## config.mk

```make
export PLATFORM = sky130hd
export DESIGN_NAME = led_pattern_gen
export DESIGN_NICKNAME = d
export VERILOG_FILES = /design/src/rtl/led_pattern_pkg.sv /design/src/rtl/sw_debounce.sv /design/src/rtl/led_pattern_gen.sv
export SDC_FILE = /design/constraint.sdc
export NUM_CORES = 1
export LEC_CHECK = 0
export CELL_PAD_IN_SITES_DETAIL_PLACEMENT = 1
export CELL_PAD_IN_SITES_GLOBAL_PLACEMENT = 2
export CORE_UTILIZATION = 35
export DETAILED_ROUTE_END_ITERATION = 6
export PLACE_DENSITY = 0.65
export SLEW_MARGIN = 20
export SYNTH_ARGS = -nofsm -noshare
export SYNTH_HDL_FRONTEND = slang
export SYNTH_SLANG_ARGS = --single-unit
export TNS_END_PERCENT = 100
```

## constraint.sdc

```tcl
create_clock -name board_clk -period 8.74 [get_ports board_clk]
set_clock_uncertainty 0.2 [all_clocks]
set_input_delay 1.748 -clock board_clk [delete_from_list [all_inputs] [get_ports board_clk]]
set_output_delay 1.748 -clock board_clk [all_outputs]
set_load 0.01 [all_outputs]
```

## src/rtl/led_pattern_pkg.sv

```systemverilog
// rtl/led_pattern_pkg.sv - shared types and constants for the LED pattern generator
package led_pattern_pkg;

    typedef enum logic [1:0] {
        MODE_COUNT   = 2'd0,
        MODE_SCAN    = 2'd1,
        MODE_BREATHE = 2'd2,
        MODE_MIRROR  = 2'd3
    } mode_e;

    typedef enum logic {
        DIR_UP   = 1'b0,
        DIR_DOWN = 1'b1
    } dir_e;

    localparam int PWM_W = 8;

endpackage

```

## src/rtl/sw_debounce.sv

```systemverilog
// rtl/sw_debounce.sv - 2-FF synchroniser plus stability counter for one switch bit
module sw_debounce #(
    parameter int DEB_CYCLES = 1024
) (
    input  logic clk,
    input  logic rst,
    input  logic sw_in,
    output logic sw_deb
);

    localparam int CW = $clog2(DEB_CYCLES + 1);
    localparam logic [CW-1:0] CNT_LAST = CW'(DEB_CYCLES - 1);

    logic          sync1_q, sync2_q;
    logic          deb_q, deb_d;
    logic [CW-1:0] cnt_q, cnt_d;

    // Any cycle where the synchronised level matches the debounced one restarts the count.
    always_comb begin
        deb_d = deb_q;
        cnt_d = '0;
        if (sync2_q != deb_q) begin
            if (cnt_q == CNT_LAST) begin
                deb_d = sync2_q;
            end else begin
                cnt_d = cnt_q + CW'(1);
            end
        end
    end

    always_ff @(posedge clk or posedge rst) begin
        if (rst) begin
            sync1_q <= 1'b0;
            sync2_q <= 1'b0;
            deb_q   <= 1'b0;
            cnt_q   <= '0;
        end else begin
            sync1_q <= sw_in;
            sync2_q <= sync1_q;
            deb_q   <= deb_d;
            cnt_q   <= cnt_d;
        end
    end

    assign sw_deb = deb_q;

endmodule

```

## src/rtl/led_pattern_gen.sv

```systemverilog
// rtl/led_pattern_gen.sv - debounced switch control of COUNT/SCAN/BREATHE/MIRROR LED patterns
module led_pattern_gen
    import led_pattern_pkg::*;
#(
    parameter int N_LEDS     = 4,
    parameter int N_SW       = 4,
    parameter int CNT_W      = 16,
    parameter int DEB_CYCLES = 1024
) (
    input  logic              board_clk,
    input  logic              board_rst,
    input  logic [N_SW-1:0]   switches,
    output logic [N_LEDS-1:0] leds,
    output logic              tick
);

    localparam int PW = (N_LEDS > 1) ? $clog2(N_LEDS) : 1;
    localparam logic [PW-1:0] POS_LAST = PW'(N_LEDS - 1);

    logic [N_SW-1:0] deb_sw;

    for (genvar i = 0; i < N_SW; i++) begin : g_deb
        sw_debounce #(
            .DEB_CYCLES(DEB_CYCLES)
        ) u_deb (
            .clk   (board_clk),
            .rst   (board_rst),
            .sw_in (switches[i]),
            .sw_deb(deb_sw[i])
        );
    end

    mode_e       mode;
    logic [1:0]  rate;
    logic [CNT_W-1:0] tick_mask;

    assign mode      = mode_e'(deb_sw[1:0]);
    assign rate      = deb_sw[3:2];
    assign tick_mask = {CNT_W{1'b1}} >> {rate, 1'b0};

    logic [CNT_W-1:0]  presc_q, presc_d;
    logic              tick_q, tick_d;
    mode_e             mode_q, mode_d;
    logic [N_LEDS-1:0] count_q, count_d;
    logic [PW-1:0]     pos_q, pos_d;
    dir_e              scan_dir_q, scan_dir_d;
    logic [PWM_W-1:0]  duty_q, duty_d;
    dir_e              breathe_dir_q, breathe_dir_d;
    logic [N_LEDS-1:0] leds_q, leds_d;

    always_comb begin
        presc_d       = presc_q + CNT_W'(1);
        tick_d        = ((presc_q & tick_mask) == tick_mask);
        mode_d        = mode;
        count_d       = count_q;
        pos_d         = pos_q;
        scan_dir_d    = scan_dir_q;
        duty_d        = duty_q;
        breathe_dir_d = breathe_dir_q;

        // A mode change swallows a coincident tick so every pattern starts from its origin.
        if (mode != mode_q) begin
            count_d       = '0;
            pos_d         = '0;
            scan_dir_d    = DIR_UP;
            duty_d        = '0;
            breathe_dir_d = DIR_UP;
        end else if (tick_q) begin
            unique case (mode)
                MODE_COUNT: count_d = count_q + N_LEDS'(1);
                MODE_SCAN: begin
                    if (N_LEDS > 1) begin
                        if (scan_dir_q == DIR_UP) begin
                            pos_d = pos_q + PW'(1);
                            if (pos_d == POS_LAST) scan_dir_d = DIR_DOWN;
                        end else begin
                            pos_d = pos_q - PW'(1);
                            if (pos_d == '0) scan_dir_d = DIR_UP;
                        end
                    end
                end
                MODE_BREATHE: begin
                    if (breathe_dir_q == DIR_UP) begin
                        duty_d = duty_q + PWM_W'(1);
                        if (duty_d == '1) breathe_dir_d = DIR_DOWN;
                    end else begin
                        duty_d = duty_q - PWM_W'(1);
                        if (duty_d == '0) breathe_dir_d = DIR_UP;
                    end
                end
                MODE_MIRROR: ;
            endcase
        end

        leds_d = '0;
        unique case (mode)
            MODE_COUNT:   leds_d = count_q;
            MODE_SCAN:    leds_d = N_LEDS'(1) << pos_q;
            MODE_BREATHE: leds_d = {N_LEDS{presc_q[PWM_W-1:0] < duty_q}};
            MODE_MIRROR:  leds_d = N_LEDS'(deb_sw);
        endcase
    end

    always_ff @(posedge board_clk or posedge board_rst) begin
        if (board_rst) begin
            presc_q       <= '0;
            tick_q        <= 1'b0;
            mode_q        <= MODE_COUNT;
            count_q       <= '0;
            pos_q         <= '0;
            scan_dir_q    <= DIR_UP;
            duty_q        <= '0;
            breathe_dir_q <= DIR_UP;
            leds_q        <= '0;
        end else begin
            presc_q       <= presc_d;
            tick_q        <= tick_d;
            mode_q        <= mode_d;
            count_q       <= count_d;
            pos_q         <= pos_d;
            scan_dir_q    <= scan_dir_d;
            duty_q        <= duty_d;
            breathe_dir_q <= breathe_dir_d;
            leds_q        <= leds_d;
        end
    end

    assign leds = leds_q;
    assign tick = tick_q;

endmodule

```

==> results by stage, run 1 <==
Setup path:
- At the worst endpoint, the required time is 6790 ps.
- The family with the most delay on the worst path is buffers and inverters.
- The count of buffering cells on the critical path with inverters included is 1.
- The critical path's slowest cell is sky130_fd_sc_hd__clkdlybuf4s50_1.
- The startpoint-to-endpoint class of the critical path is reg2out.
- Traced cell by cell, the critical path runs through clkdlybuf4s50_1.
- The worst setup path is captured at an output pin.
- The maximum cell stage delay along the critical path is 560 ps.
- The critical-path maximum fanout is 4.
- The critical path launch point type is a flop.
- Data arrives at the worst endpoint at 1280 ps.

Logic synthesis:
- The sequential share of the synthesized area is 0.516.
- The number of distinct standard cells referenced by the synthesized netlist is 45.
- The Yosys step of the flow raised 0 warnings.
- By area the synthesized netlist is led by sky130_fd_sc_hd__dfrtp_1 (52%), sky130_fd_sc_hd__xnor2_1 (6.7%), sky130_fd_sc_hd__ha_1 (6.0%).
- The cell area that synthesis handed to floorplanning was 0.00461 mm².
- In the synthesized netlist, the cells that appear most often are sky130_fd_sc_hd__dfrtp_1 (95), sky130_fd_sc_hd__nor2_1 (70), sky130_fd_sc_hd__xnor2_1 (35), sky130_fd_sc_hd__nand2_1 (33), sky130_fd_sc_hd__xor2_1 (26).
- The average cell area after synthesis is 10.3 µm².
- The gate count after technology mapping is 448.
- The cell type contributing the most total cell area after synthesis is sky130_fd_sc_hd__dfrtp_1.
- The share of synthesized area in the top cell type comes to 0.516.
- The count of flip-flops with a built-in enable after synthesis is 0.
- The most used standard cell by instance count after synthesis is sky130_fd_sc_hd__dfrtp_1.
- The post-synthesis register bit count is 95.
- The synthesized netlist net count is 476.
- The most common flop cell mapped by yosys is sky130_fd_sc_hd__dfrtp_1.
- In the synthesized netlist the async set-or-reset flop fraction comes to 1.00.

Timing:
- At the pin with the least slew margin, the transition time is 814 ps.
- Setup violations remaining at the end of the flow were counted as 0.
- Headroom to the max-slew limit came out at 0.457.
- The shortest clock period the worst path allows after layout is 3230 ps.
- The max-slew violation total from the final report was 0.
- Setup repair after global routing left no endpoint under its margin.
- The number of hold violations in the final report is 0.
- The share of the clock period used by the worst path after layout is 0.369.
- After routing, the total negative slack on setup checks comes to 0 ps.
- Timing would allow up to 310 MHz.
- The final worst setup slack is 5510 ps.

Die:
- The placeable core region is 0.0127 mm².
- The horizontal die dimension is 117 µm.
- The starting density of the core is 0.362.
- The die outline area is 0.0136 mm².
- Row generation in the floorplan step produced 41 rows.
- From bottom edge to top edge, the die measures 117 µm.
- The count of pins on the block boundary is 11.

Worst hold path:
- The worst hold path belongs to the class reg2reg.

Route:
- The detailed-route wire length is 9110 µm.
- For this run, design rule violations remaining after detail routing come to 0.
- The overall via count from detail_route is 3,124.
- The detailed router finished its first iteration with 104 violations.
- Dividing the detail-routed wire length by the instance count gives 14.4 µm.
- The via density per instance is 4.94.
- Before antenna repair, the detailed router went through 4 iterations.
- The count of nets left with antenna violations after detail routing is 0.

Power:
- The sum of internal, switching and leakage power is 0.000833 W.
- VDD sags by at most 0.0730 mV.
- The power density relative to cell area is 162 mW/mm².
- The leakage power is 2.36 nW.

CTS:
- For this design, the CTS-stage hold fixing added 0 buffers.
- The CTS root buffer is sky130_fd_sc_hd__clkbuf_16.
- The clock reaches the later pin of the worst-skew pair after 340 ps.
- The number of clock buffers added by TritonCTS is 9.
- TritonCTS built the clock tree.
- The number of clock sinks seen by CTS is 95.
- In this run the number of H-tree levels came out at 3.
- The clock-pin slew reported for the worst setup and hold paths after clock tree synthesis is 60 ps.
- The maximum buffer depth of the clock tree is 2.
- In this run, post-CTS repair resized a total of 0 instances.
- The buffers inserted during post-CTS setup optimization is 0.

Place:
- The congestion estimate from routability-driven global placement came to 0.707.
- Detailed placement finished with a half-perimeter wire length of 6590 µm.
- The worst setup slack after placement is 5150 ps.
- Port buffering added 10 buffers.
- Summing all placed instances gives a cell area of 0.00488 mm².

Cells and area:
- Compared with the post-synthesis result, the final layout area differs by 11.7%.
- The filler cells instantiated in the layout total 1,452.
- The area used by sequential logic in the layout is 0.00238 mm².
- In the final layout, the share of cells above drive strength 1 is 0.0607.
- The number of nets in the layout is 486.
- The area taken by multi-input logic gates is 0.00210 mm².
- After routing the design area is 0.00515 mm².
- The final core utilization is 0.405.
- The number of diodes is 0.

GRT:
- The maximum number of pins on one net before global-route repair is 52.
- The total overflow reported by the global router is 0.
- The initial antenna violation count was 0.
- The via count of the first global-routing pass is 3,270.
- In the global route stage, overall resource usage came out at 0.153.
- The first-pass GRT wire length is 15,900 µm.

Flow run:
- The total of max-cap violations is 0.

Status:
- The run finished with clean final reports.
final cells by class:
type | instances | share of cell area
sequential | 95 | 0.462
multi-input combinational | 320 | 0.408
clock buffer | 13 | 0.0506
tap | 172 | 0.0418
timing repair buffer | 11 | 0.0209
inverter | 21 | 0.0158
clock inverter | 1 | 0.000973
worst paths after layout:
| kind | end | depth (start not counted) | slack, ps | startpoint |
|---|---|---|---|---|
| min in group asynchronous | g_deb[0].u_deb.cnt_q[7]$_DFF_PP0_ | 2 | 1630 | board_rst |
| worst max-delay path | tick | 1 | 5510 | tick$_DFF_PP0_ |
| worst min register to register | g_deb[3].u_deb.sync2_q$_DFF_PP0_ | 0 | 150 | g_deb[3].u_deb.sync1_q$_DFF_PP0_ |
| max in group asynchronous | presc_q[15]$_DFF_PP0_ | 3 | 5630 | board_rst |
| worst min-delay path | g_deb[3].u_deb.sync2_q$_DFF_PP0_ | 0 | 150 | g_deb[3].u_deb.sync1_q$_DFF_PP0_ |
| worst max register to register | breathe_dir_q$_DFFE_PP0P_ | 5 | 6270 | g_deb[1].u_deb.sw_deb$_DFFE_PP0P_ |
power by group:
group          leakage, nW  total [W]  internal, W  switching (W)
Combinational        0.940  0.0000241   0.00000798      0.0000161
Clock                0.132   0.000357     0.000205       0.000152
Sequential            1.28   0.000452     0.000446     0.00000564
Total                 2.36   0.000833     0.000659       0.000174
sequential cells by signal, indices dropped and copies added, names as in the netlist, 2 cells and up:
| name | count |
|---|---|
| g_deb.u_deb.cnt_q | 44 |
| presc_q | 16 |
| duty_q | 8 |
| count_q | 4 |
| g_deb.u_deb.sw_deb | 4 |
| g_deb.u_deb.sync1_q | 4 |
| g_deb.u_deb.sync2_q | 4 |
| leds | 4 |
| mode_q | 2 |
| pos_q | 2 |
cell families after synthesis:
kind of cell / share of synthesized area
compound gates: 0.0801
buf+inv: 0.0282
xor+xnor: 0.116
mux: 0.00923
fa+ha+maj: 0.0597
flops: 0.516
simple gates: 0.191
through the flow:
step / hold slack (ps) / cells
2_1_floorplan: 131 / 448
3_3_place_gp: 132 / 619
5_1_grt: 157 / 633
3_5_place_dp: 140 / 619
6_report: 152 / 633
4_1_cts: 154 / 633
cells in the final DEF (no fill, tap or decap), drive strengths merged, types with 12 or more instances in the layout:
cell type / instances
xnor2: 35
ha: 22
o21ai: 12
nor2: 70
dfrtp: 95
clkbuf: 13
nand2: 33
nand3: 22
inv: 21
xor2: 26
metal layers:
layer,global-route usage,vias to the layer above,share of wire
li1,-,1535,-
met1,0.196,1555,0.48
met2,0.251,18,0.47
met3,0.0343,16,0.022
met4,0.0633,0,0.022
met5,0,-,0
No activity file was read; power rests on OpenSTA's default activity.
==> run 2, diff against run 1 <==
==> constraint.sdc (replaced) <==
create_clock -name board_clk -period 3.2 [get_ports board_clk]
set_clock_uncertainty 0.2 [all_clocks]
set_input_delay 0.64 -clock board_clk [delete_from_list [all_inputs] [get_ports board_clk]]
set_output_delay 0.64 -clock board_clk [all_outputs]
set_load 0.01 [all_outputs]
==> run 2 against run 1 <==
Die area did not move. Non-clock buffer count did not move. Sequential power rose to 2.7 times the previous value. Final area rose by 0.32%. Total power rose to 2.8 times the previous value. Critical path type is now reg2reg. Critical endpoint is now breathe_dir_q$_DFFE_PP0P_.
==> results by stage, run 2 (same netlist as run 1, synthesis figures left out) <==
Power:
- Summed over all cells, the static leakage comes to 2.36 nW.
- The analysis attributes to net switching a power of 0.000498 W.
- The power share of the clock group is 0.442.
- The worst-case IR drop observed on VDD is 0.281 mV.
- The share of power burned in registers is 0.529.
- In this run the power density over the cells is 452 mW/mm².
- Of the total power, the share spent switching nets is 0.213.
- The cell internal power dissipation is 0.00183 W.
- Of the total power, combinational logic draws 0.029.

Die:
- The floorplan step set the die height to 117 µm.
- From left edge to right edge, the die measures 117 µm.
- The core region is 0.0127 mm².
- The floorplan has 41 rows.
- In this run the count of I/O pins placed on the die edge is 11.
- The starting density of the core is 0.362.
- The die covers 0.0136 mm².

Cells and area:
- The finished layout holds 632 standard cells, fillers aside.
- The register name with the most flops is g_deb.u_deb.cnt_q.
- The library cells used most frequently in the layout, excluding fill and tap cells, are sky130_fd_sc_hd__dfrtp_1 (95), sky130_fd_sc_hd__nor2_1 (70), sky130_fd_sc_hd__xnor2_1 (35), sky130_fd_sc_hd__nand2_1 (33), sky130_fd_sc_hd__xor2_1 (26).
- Leaving out fill and tap cells, the most frequent cell in the layout is sky130_fd_sc_hd__dfrtp_1.
- The fraction of layout instances using a drive strength above 1 is 0.0587.
- The largest registers in the layout are g_deb.u_deb.cnt_q (44), presc_q (16), duty_q (8).
- 0 antenna diodes ended up in the layout.
- The final layout contains 486 nets.
- Relative to the synthesized area, the layout overhead comes to 12.1%.
- The register with the most flip-flops in the layout has 44 of them.

Timing:
- The max-slew violation total from the final report is 0.
- Headroom to the max-slew limit came out at 0.434.
- The total setup violations reported at the end of the flow is 0.
- Setup repair after global routing left no endpoint under its margin.
- Setup slack closes at 879 ps.
- The final setup TNS is 0 ps.
- The number of hold violations in the final report was 0.
- At the pin with the least slew margin, the transition time is 849 ps.
- Of the available clock period, the critical path in the final layout requires 0.725.
- Based on the critical path, the design can be clocked at up to 431 MHz.
- On the final layout, the worst hold slack is 142 ps.
- The shortest clock period the worst path allows after layout is 2320 ps.

Setup path:
- In this run the critical register-to-register path is captured at breathe_dir_q$_DFFE_PP0P_.
- STA classifies the critical path startpoint as a flop.
- The element type at the critical path end is a flop.
- The critical path's slowest cell is sky130_fd_sc_hd__dfrtp_1.
- The worst setup slack for register-to-register paths is 880 ps.
- The worst endpoint data arrival time is 2410 ps.
- In this run the critical register-to-register path is launched from g_deb[1].u_deb.sw_deb$_DFFE_PP0P_.
- The critical path is of the reg2reg type.
- The worst setup path startpoint is g_deb[1].u_deb.sw_deb$_DFFE_PP0P_.
- The maximum cell stage delay along the critical path is 600 ps.
- Of all nets on the critical path, the largest fanout is 12.
- The data required time of the worst path is 3290 ps.
- The number of cells on the worst reg-to-reg path is 5.
- Walking the worst path, the cells encountered are nand2_1, or3_1, a31o_1, a2111oi_4, o22a_1.

Flow run:
- The tool flagged a number of max-cap violations equal to 0.

Worst hold path:
- The class of the most critical hold timing path is reg2reg.
- The worst hold path passes through 0 cells.
- The path with the worst hold slack has its endpoint at g_deb[0].u_deb.sync2_q$_DFF_PP0_.
- The worst hold path begins at g_deb[0].u_deb.sync1_q$_DFF_PP0_.

CTS:
- The maximum buffer depth of the clock tree is 2.
- The clock reaches the later pin of the worst-skew pair after 350 ps.
- In this run, CTS created clock tree buffers numbering 9.
- The number of clock sinks seen by CTS is 95.
- Hold repair after CTS inserted 0 buffers.
- The buffers inserted during post-CTS setup optimization is 0.
- TritonCTS built the clock tree.
- After clock tree synthesis, the repair step resized 0 gates.
- After clock tree synthesis, the clock-pin slew on the worst setup and hold paths is 70 ps.
- CTS built an H-tree with a depth of 3.
- The tree is rooted in a sky130_fd_sc_hd__clkbuf_16.

GRT:
- Entering global routing, the biggest net connects 96 pins.
- The first-pass GRT wire length is 16,300 µm.
- For this run the aggregate overflow at the end of global routing stands at 0.
- The initial antenna violation count is 0.
- The via count of the first global-routing pass came to 3,297.
- The total routing usage reported by global routing is 0.158.

Route:
- The number of design-rule violations left by the first detailed-router iteration is 88.
- The number of remaining DRC errors is 0.
- The detailed-router iteration count before antenna repair is 4.
- The overall via count from detail_route is 3,134.
- The count of nets left with antenna violations after detail routing is 0.
- The final routed wire length divided by cell count is 14.7 µm.
- The via density per instance is 4.96.
- The routed design has 9290 µm of wire.

Place:
- At the placement stage, the worst setup path has a slack of 865 ps.
- The port buffer count is 10.
- Routability-driven placement finished with a final weighted congestion of 0.755.
- Summed over all nets, the half-perimeter wirelength after detailed placement is 6400 µm.
- In this run, placement finished with an instance count of 619.

Status:
- The run finished with clean final reports.
-- run 2: power by group through the flow --
stage	Clock, W	Combinational (W)	Sequential, W
final	0.00103	0.0000683	0.00123
after global routing	0.00112	0.0000820	0.00124
after CTS	0.00108	0.0000726	0.00123
after detailed placement	0	0.0000722	0.00126
after global placement	0	0.0000714	0.00126
after floorplan	0	0.0000480	0.00125
-- run 2: critical path: cells and delay by family (launching register included) --
kind	cells	cell delay, ps
flops	1	600
compound gates	3	800
simple gates	2	670
-- run 2: worst max-delay path by stage --
stage,to,slack [ps],cells past startpoint
after floorplan,breathe_dir_q$_DFFE_PP0P_,1240,1
after detailed placement,breathe_dir_q$_DFFE_PP0P_,860,5
after global routing,breathe_dir_q$_DFFE_PP0P_,690,5
final,breathe_dir_q$_DFFE_PP0P_,880,5
after global placement,breathe_dir_q$_DFFE_PP0P_,900,5
after CTS,breathe_dir_q$_DFFE_PP0P_,860,5
-- run 2: routing by layer --
| layer | vias to the layer above | track usage | part of all wire |
|---|---|---|---|
| met5 | - | 0 | 0 |
| met4 | 0 | 0.0616 | 0.016 |
| met3 | 13 | 0.0488 | 0.026 |
| met2 | 17 | 0.259 | 0.48 |
| met1 | 1568 | 0.194 | 0.48 |
| li1 | 1536 | - | - |
-- run 2: through the flow --
step	util	power [W]	instance area, µm²
detailed placement	0.385	0.00133	4890
global placement	0.385	0.00133	4890
floorplan	-	0.00130	4610
finish	0.406	0.00233	5160
CTS	0.406	0.00238	5160
global route	0.406	0.00244	5160
-- run 2: area by class of cell --
cell class,count,area [µm²]
clock buffer,11,233
clock inverter,2,35.0
fill,1446,7560
inverter,21,82.6
multi-input combinational,320,2100
sequential,95,2380
tap,172,215
timing repair buffer,11,120
==> run 3, diff against run 2 <==
--- a/config.mk
+++ b/config.mk
@@ -9,7 +9,7 @@
 export CELL_PAD_IN_SITES_GLOBAL_PLACEMENT = 2
 export CORE_UTILIZATION = 35
 export DETAILED_ROUTE_END_ITERATION = 6
-export PLACE_DENSITY = 0.65
+export PLACE_DENSITY = 0.68
 export SLEW_MARGIN = 20
 export SYNTH_ARGS = -nofsm -noshare
 export SYNTH_HDL_FRONTEND = slang
==> constraint.sdc (replaced) <==
create_clock -name board_clk -period 1.95 [get_ports board_clk]
set_clock_uncertainty 0.2 [all_clocks]
set_input_delay 0.39 -clock board_clk [delete_from_list [all_inputs] [get_ports board_clk]]
set_output_delay 0.39 -clock board_clk [all_outputs]
set_load 0.01 [all_outputs]
==> run 3 against run 2 <==
Total power rose by 64%. Combinational power increased by 76%. Final cell count up 7.0%. Hold slack better by 12 ps. Die area stayed put. Clock-buffer cell count is 1 higher. Non-clock buffer count rose by 41. Setup slack worse by 860 ps. Wire length increased by 10%. Via count rose by 4.3%. Largest power group unchanged.
==> results by stage, run 3 (same netlist as run 1, synthesis figures left out) <==
Die:
- The die span in y is 117 µm.
- The region available for standard cell placement spans 0.0127 mm².
- The starting density of the core is 0.362.
- The die outline area is 0.0136 mm².
- The die is 117 µm wide.
- During I/O placement, the number of pins put on the boundary was 11.
- Row generation in the floorplan step produced 41 rows.

Route:
- The number of remaining DRC errors is 0.
- The detailed-router iteration count before antenna repair is 4.
- In the routed layout, each cell is associated on average with a via count of 4.83.
- The detailed-route wire length is 10,200 µm.
- The overall via count from detail_route is 3,268.
- The count of nets left with antenna violations after detail routing is 0.
- The number of design-rule violations left by the first detailed-router iteration is 110.
- Dividing the detail-routed wire length by the instance count gives 15.1 µm.

Place:
- Input and output buffers added on the ports amount to 10.
- The cell count after placement is 653.
- The final RePlAce weighted congestion is 0.832.
- The detailed placer's ending HPWL is 7050 µm.
- OpenSTA, run right after detailed placement, puts the worst setup slack at -37.0 ps.

Cells and area:
- The largest registers in the layout are g_deb.u_deb.cnt_q (44), presc_q (16), duty_q (8).
- The area added between synthesis and finish is 22.2%.
- The number of non-filler instances in the completed layout is 676.
- More flip-flops sit in one register than any other, and that register is g_deb.u_deb.cnt_q.
- In the final design database the tool counted 527 nets.
- The top cell types in the final layout, fill and taps aside, are sky130_fd_sc_hd__dfrtp_1 (91), sky130_fd_sc_hd__nor2_1 (67), sky130_fd_sc_hd__buf_4 (39), sky130_fd_sc_hd__xnor2_1 (34), sky130_fd_sc_hd__nand2_1 (32).
- The flip-flop count of the largest register after layout is 44.
- In the final layout, the share of cells above drive strength 1 is 0.190.
- The final core utilization is 0.443.
- Leaving out fill and tap cells, the most frequent cell in the layout is sky130_fd_sc_hd__dfrtp_1.
- The repair_antennas step left the layout with diodes totalling 0.

Timing:
- Setup repair after global routing could not meet its margin everywhere.
- The max-slew violation total from the final report came to 0.
- The final worst setup slack is 14.9 ps.
- The clock period could shrink to 1940 ps.
- Setup violations remaining at the end of the flow were counted as 0.
- Of the available clock period, the critical path in the final layout requires 0.992.
- For the pin with the worst max-slew slack, the measured transition is 410 ps.
- The remaining max-slew budget at the tightest pin is 0.724.
- The number of hold violations in the final report is 0.
- Based on the critical path, the design can be clocked at up to 517 MHz.
- Hold timing on the final database bottoms out at a slack of 154 ps.

GRT:
- The initial antenna violation count came to 0.
- The first-pass GRT wire length is 17,400 µm.
- The total routing usage reported by global routing is 0.168.
- For this run the aggregate overflow at the end of global routing stands at 0.
- Entering global routing, the biggest net connects 52 pins.
- The via count of the first global-routing pass came to 3,517.

Setup path:
- Data on the critical path is required at its endpoint by 2040 ps.
- Of all nets on the critical path, the largest fanout is 7.
- The element type at the critical path end is a flop.
- The setup path with the least slack is of type reg2reg.
- The worst endpoint data arrival time is 2030 ps.
- The critical path launch point type is a flop.

Power:
- The net switching power is 0.000881 W.
- The design draws 0.00383 W.
- The leakage power is 2.59 nW.
- The portion of total power attributed to combinational logic is 0.031.
- The share of total power dissipated in the clock network is 0.440.
- The maximum vdd drop is 0.455 mV.
- The share of total power dissipated in sequential elements is 0.529.
- The net switching share of the total power is 0.230.
- The internal portion of the total power is 0.00295 W.
- The power density relative to cell area is 680 mW/mm².

CTS:
- The number of clock sinks seen by CTS is 95.
- The longest clock path from root to sink contains 2 buffers.
- The clock-pin slew reported for the worst setup and hold paths after clock tree synthesis is 70 ps.
- TritonCTS built the clock tree.
- The insertion delay of the later-clocked pin in the worst-skew pair is 350 ps.
- The CTS root buffer is sky130_fd_sc_hd__clkbuf_16.
- The total clock buffers created by CTS is 9.
- The H-tree depth reported by CTS is 3.

Flow run:
- Max-cap violations in this run came to 0.

Worst hold path:
- The min-delay analysis places its worst path in the category reg2reg.

Status:
- The run finished with clean final reports.
-- run 3: cell count changes in the layout (fill, tap and decap cells not counted), sizes merged --
cell	delta
buf	+41
bufinv	-1
clkbuf	+1
clkdlybuf4s50	-1
clkinvlp	+2
dlygate4sd2	+1
inv	+1
-- run 3: through the flow --
stage	TNS [ps]	cell area (µm²)
3_3_place_gp	-32.1	5160
4_1_cts	0	5460
6_report	0	5630
2_1_floorplan	0	4610
3_5_place_dp	-138	5160
5_1_grt	-116	5630
-- run 3: path summary, 6_finish.rpt --
check / startpoint / to / slack [ps] / cells after the start
worst max-delay path: duty_q[4]$_DFFE_PP0P_ / breathe_dir_q$_DFFE_PP0P_ / 10 / 5
worst min-delay path: g_deb[2].u_deb.sync1_q$_DFF_PP0_ / g_deb[2].u_deb.sync2_q$_DFF_PP0_ / 150 / 0
worst max register to register: duty_q[4]$_DFFE_PP0P_ / breathe_dir_q$_DFFE_PP0P_ / 10 / 5
worst min register to register: g_deb[2].u_deb.sync1_q$_DFF_PP0_ / g_deb[2].u_deb.sync2_q$_DFF_PP0_ / 150 / 0
max in group asynchronous: board_rst / duty_q[0]$_DFFE_PP0P_ / 980 / 3
min in group asynchronous: board_rst / g_deb[2].u_deb.cnt_q[4]$_DFF_PP0_ / 280 / 3
-- run 3: metal layers --
metal | global-route usage | up-vias | wire length (µm)
li1 | - | 1613 | -
met1 | 0.220 | 1622 | 4780
met2 | 0.273 | 22 | 5040
met3 | 0.0410 | 11 | 249
met4 | 0.0582 | 0 | 158
met5 | 0 | - | 0
-- run 3: layout make-up --
type | instances | area (µm²)
Clock buffer | 12 | 246
Clock inverter | 4 | 28.8
Timing Repair Buffer | 52 | 443
Fill cell | 1470 | 7090
Tap cell | 172 | 215
Sequential cell | 95 | 2380
Inverter | 21 | 82.6
Multi-Input combinational cell | 320 | 2230
-- run 3: power by group through the flow --
stage,registers [W],logic [W],clock network (W)
global route,0.00203,0.000143,0.00182
floorplan,0.00205,0.0000788,0
detailed placement,0.00206,0.000123,0
CTS,0.00202,0.000125,0.00175
finish,0.00202,0.000120,0.00168
global placement,0.00206,0.000121,0
-- run 3: repair_timing --
item | in CTS | in global routing
hold buffers | 0 | 0
buffers inserted | 0 | 7
gates resized for setup | 8 | 30
pin swaps | 2 | 5
endpoints found under the setup margin | 6 | 28
-- run 3: worst max-delay path, cell delays in order, from the launching register on --
cell	delay, ps
sky130_fd_sc_hd__dfrtp_2	430
sky130_fd_sc_hd__nand4_2	130
sky130_fd_sc_hd__or3_1	380
sky130_fd_sc_hd__a31o_1	260
sky130_fd_sc_hd__a2111oi_4	310
sky130_fd_sc_hd__o22a_1	160
==> edit 1 (settings of run 2) <==
Change the package constant `PWM_W` from 8 to 7.
--- a/src/rtl/led_pattern_pkg.sv
+++ b/src/rtl/led_pattern_pkg.sv
@@ -13,7 +13,7 @@
         DIR_DOWN = 1'b1
     } dir_e;
 
-    localparam int PWM_W = 8;
+    localparam int PWM_W = 7;
 
 endpackage
 
Formal check against the unedited RTL: no difference found for any inputs over 10 cycles, from zero or initial values and one cycle with board_rst high; that may be too few to reach the edited logic, so the function may still have changed.
==> edit 1 against run 2 <==
Final cell count down 1.6%; fmax is 4.2% higher; routed wire length down 6.3%; combinational power down 2%; worst hold slack gained 0.0062 ns; final area rose by 0.32%; setup slack better by 0.093 ns; sequential cell count down 1; sequential share of layout area is 0.63 points lower; synthesized area fell by 2.4%; power rose by 14%.
==> edit 1: results (changes against run 2) <==
* DR vias at 2983 (-4.8%)
* Leak at 2.34 nW (-0.66%)
* Outcome: finished clean
* DR WL/cell at 14.0 um (-4.8%)
* Synth area leaders: dfrtp_1 52%, xnor2_1 7.0%, ha_1 5.8%
* HP Start: g_deb[2].u_deb.sync1_q
* Number of global-route vias before repair at 3085 (-6.4%)
* Total GRT Usage at 0.150 (-0.00764)
* Peak VDD IR at 296 uV (+5.2%)
* Reg2reg end: duty_q[6]
* Yosys warns at 0 (unchanged)
* Worst-path maximum fanout at 13 (+1)
* Largest net degree at the start of global routing at 95 (-1.0%)
* Crit path DAT at 2.31 ns (-0.10 ns)
* Sequential fraction of the synthesis area at 0.523 (+0.00692)
* Crit-path slowest cell: a21oi_1
* Largest regs: g_deb.u_deb.cnt_q x44, presc_q x16, duty_q x7
* Syn_nets at 459 (-3.6%)
* Worst slew margin at 0.492 (+0.0577)
* DP Area at 0.00479 mm^2 (-2.1%)
* Slowest stage delay, CP at 0.66 ns (+0.06 ns)
* Final Wtd Congestion at 0.712 (-5.7%)
* Nets at 472 (-2.9%)
* Hold EP: g_deb[2].u_deb.sync2_q
* First-pass GRT wire length at 15400 um (-5.1%)
* Unique masters post-synth at 46 (+2.2%)
* Layout cells sized above 1 at 0.0644 (+0.00575)
* Initial DRC Count at 133 (+51%)
* Commonest cells in the netlist: 94 x dfrtp_1, 69 x nor2_1, 36 x nand2_1, 36 x xnor2_1, 27 x xor2_1
* FF-to-FF Start: g_deb[0].u_deb.sw_deb
edit 1: changes by cell type in the layout (fill, tap and decap cells not counted), sizes merged, moves of 3 or more:
cell	run 2	this run
a31oi	3	0
inv	20	16
or2	7	4
a311oi	3	0
bufinv	1	5
a21o	7	1
nand4	10	7
nor3	6	9
nand2b	4	1
nand2	33	36
edit 1: how the worst max path moves through the flow:
stage	endpoint	cells past startpoint	startpoint	slack, ns
finish	duty_q[6]	5	g_deb[0].u_deb.sw_deb	0.97
global route	duty_q[5]	5	g_deb[0].u_deb.sw_deb	0.70
CTS	duty_q[6]	5	g_deb[0].u_deb.sw_deb	0.95
detailed placement	duty_q[6]	5	g_deb[0].u_deb.sw_deb	0.96
global placement	duty_q[6]	5	g_deb[0].u_deb.sw_deb	1.04
floorplan	breathe_dir_q	1	board_rst	1.25
edit 1: kinds of logic (layout without fill, tap and decap cells):
kind of cell	count (synthesis)	count (layout)	share of synthesized area
AO/OA/AOI/OAI	41	41	0.0595
buffers and inverters	26	44	0.0242
XOR/XNOR	63	63	0.123
AND/OR/NAND/NOR	182	182	0.200
flip-flops	94	94	0.523
adder cells (fa/ha/maj)	21	21	0.0584
multiplexers	5	5	0.0120
edit 1: area by class of cell:
class | count | area (um^2)
inverter | 17 | 67.6
fill | 1398 | 7390
multi-input combinational | 312 | 2040
timing repair buffer | 11 | 120
clock buffer | 10 | 229
clock inverter | 6 | 158
sequential | 94 | 2350
tap | 172 | 215
edit 1: metal layers:
metal | vias up | wire length [um] | track usage
li1 | 1477 | - | -
met1 | 1479 | 4530 | 0.217
met2 | 17 | 3900 | 0.220
met3 | 10 | 148 | 0.0274
met4 | 0 | 124 | 0.0623
met5 | - | 0 | 0
edit 1: critical path: cells and delay by family, from the launching register on:
kind | cells | cell delay [ns]
simple gates | 1 | 0.21
compound gates | 3 | 1.01
xor+xnor | 1 | 0.17
flops | 1 | 0.60
edit 1: stage by stage:
| stage | hold WS [ns] | cells |
|---|---|---|
| 6_report | 0.149 | 622 |
| 5_1_grt | 0.158 | 622 |
| 3_3_place_gp | 0.137 | 606 |
| 2_1_floorplan | 0.131 | 432 |
| 4_1_cts | 0.151 | 622 |
| 3_5_place_dp | 0.136 | 606 |
edit 1: power by group:
part           switching [W]  total (W)  internal, W
Sequential         0.0000150    0.00122      0.00121
Clock               0.000460    0.00138     0.000922
Combinational      0.0000438  0.0000672    0.0000234
==> edit 2 (settings of run 2) <==
Without the edit above. The output `leds` loses its register stage (`leds_q` becomes a continuous assignment).
--- a/src/rtl/led_pattern_gen.sv
+++ b/src/rtl/led_pattern_gen.sv
@@ -111,7 +111,6 @@
             scan_dir_q    <= DIR_UP;
             duty_q        <= '0;
             breathe_dir_q <= DIR_UP;
-            leds_q        <= '0;
         end else begin
             presc_q       <= presc_d;
             tick_q        <= tick_d;
@@ -121,9 +120,10 @@
             scan_dir_q    <= scan_dir_d;
             duty_q        <= duty_d;
             breathe_dir_q <= breathe_dir_d;
-            leds_q        <= leds_d;
         end
     end
+
+    assign leds_q = leds_d;
 
     assign leds = leds_q;
     assign tick = tick_q;
Function: no difference found for any inputs over 10 cycles, from zero or initial values and one cycle with board_rst high; that may be too few to reach the edited logic, so the function may still have changed.
==> edit 2 against run 2 <==
Synthesized area fell by 2.5%; final area fell by 0.24%; routed wire length rose by 1.8%; critical path depth rose by 3; global-route usage rose by 0.43 points; setup slack got worse by 0.73 ns; power fell by 2.0%; sequential cell count fell by 4; critical path type is now register to output pin; largest cell class unchanged.
==> edit 2: results (changes against run 2) <==
* Slowest stage delay, CP at 0.39 ns (-0.21 ns)
* Layout cells sized above 1 at 0.0973 (+0.0386)
* Clock-pin transition on the worst setup and hold timing paths at 0.06 ns
* Initial antenna violation count at 0 (unchanged)
* Peak VDD IR at 270 uV (-4.2%)
* GR Util met1 at 0.209 (+0.0150)
* Post-synthesis mux area share at 0.0117 (+0.00247)
* First-pass GRT wire length at 16500 um (+1.2%)
* Detailed Route WL at 9460 um (+1.8%)
* # H-tree levels at 3 (unchanged)
* Sequential fraction of the synthesis area at 0.507 (-0.00906)
* Post-Synth XOR/XNOR Area at 0.119 (+0.00297)
* Crit path DAT at 2.21 ns (-0.20 ns)
* Yosys warns at 0 (unchanged)
* Nets at 497 (+2.3%)
* Synth area leaders: dfrtp_1 51%, xnor2_1 6.8%, ha_1 6.1%
* Post-synthesis compound-gate area fraction at 0.0721 (-0.00797)
* Total GRT Usage at 0.162 (+0.00433)
* Grt met2 use at 0.268 (+0.00909)
* Worst slew margin at 0.666 (+0.231)
* Adder-cell share of the synthesized area at 0.0613 (+0.00153)
* MaxCap Viol Count at 0 (unchanged)
* DP Area at 0.00484 mm^2 (-1.2%)
* Async S/R FF share, synth at 1.00 (unchanged)
* Post-Synthesis Cells at 447 (-0.22%)
* Antenna Cells at 0 (unchanged)
* DP HPWL at 6580 um (+2.8%)
* Port bufs at 10 (unchanged)
* Hold Crit Class: register to register
* DR WL/cell at 14.7 um (-0.22%)
* DP Cell Count at 625 (+0.97%)
* Initial DRC Count at 145 (+65%)
* Unique masters post-synth at 40 (-11%)
* Leak at 2.35 nW (-0.24%)
* Final Wtd Congestion at 0.783 (+3.8%)
* Crit-path slowest cell: dfrtp_1
* Commonest cells in the netlist: 91 x dfrtp_1, 73 x nor2_1, 35 x xnor2_1
* Largest net degree at the start of global routing at 92 (-4.2%)
* Number of global-route vias before repair at 3322 (+0.76%)
* Max clock buf depth at 2 (unchanged)
* Outcome: finished clean
* DR vias at 3145 (+0.35%)
* M3 GR Usage at 0.0269 (-0.0219)
* Worst-path maximum fanout at 3 (-9)
* Syn_nets at 475 (-0.21%)
## edit 2: changes by cell type after synthesis, moves of 3 or more
| cell | delta |
|---|---|
| a21oi_1 | +4 |
| nand4_1 | +3 |
| nor2_1 | +3 |
| buf_2 | +3 |
| dfrtp_1 | -4 |
## edit 2: worst paths after layout
path / start / slack, ns / to / depth (start not counted)
worst max-delay path: duty_q[1] / 0.15 / leds[1] / 8
max in group asynchronous: board_rst / 1.80 / duty_q[5] / 3
min in group asynchronous: board_rst / 0.58 / g_deb[2].u_deb.cnt_q[3] / 3
worst max register to register: g_deb[0].u_deb.sw_deb / 0.85 / breathe_dir_q / 6
worst min-delay path: g_deb[0].u_deb.sync1_q / 0.15 / g_deb[0].u_deb.sync2_q / 0
worst min register to register: g_deb[0].u_deb.sync1_q / 0.15 / g_deb[0].u_deb.sync2_q / 0
## edit 2: critical path, delay by kind of cell (launching register included)
kind,cells,cell delay (ns)
flip-flops,1,0.39
adder cells (fa/ha/maj),1,0.24
AND/OR/NAND/NOR,1,0.09
buffers and inverters,3,0.51
AO/OA/AOI/OAI,3,0.64
## edit 2: cells by family (layout without fill, tap and decap cells)
group,count (synthesis),in the layout
AOI/OAI and AO/OA,50,50
xor gates and xnor gates,61,61
adders and majority gates,22,22
buffers and inverters,33,59
DFF,91,91
muxes,5,5
and+or+nand+nor,185,185
## edit 2: where the power goes
part	switching [W]	internal (W)	total, W
Clock	0.000437	0.000600	0.00104
Combinational	0.0000431	0.0000236	0.0000666
Sequential	0.0000148	0.00117	0.00118
## edit 2: metal layers
layer  part of all wire  vias up
met5                  0        -
met4              0.018        0
met3              0.014       13
met2               0.49       15
met1               0.48     1570
li1                   -     1547
## edit 2: metrics by stage
stage | setup slack [ns] | hold slack [ns]
floorplan | 0.743 | 0.131
global placement | 0.205 | 0.132
detailed placement | 0.0910 | 0.140
CTS | 0.0257 | 0.151
global route | 0.0392 | 0.163
finish | 0.147 | 0.148
## edit 2: final cells by class
| type | instances | area (um^2) |
|---|---|---|
| repair buffers | 24 | 205 |
| flip-flops and latches | 91 | 2280 |
| fillers | 1418 | 7420 |
| inverters | 20 | 78.8 |
| clock buffers | 10 | 229 |
| clock inverters | 5 | 53.8 |
| well taps | 172 | 215 |
| multi-input cells | 323 | 2090 |
## edit 2: what timing repair did
item | 4_1_cts | 5_1_grt
buffers inserted | 5 | 0
cloned | 0 | 0
resized for setup | 6 | 5
pin swaps | 1 | 1
setup endpoints to repair | 4 | 2
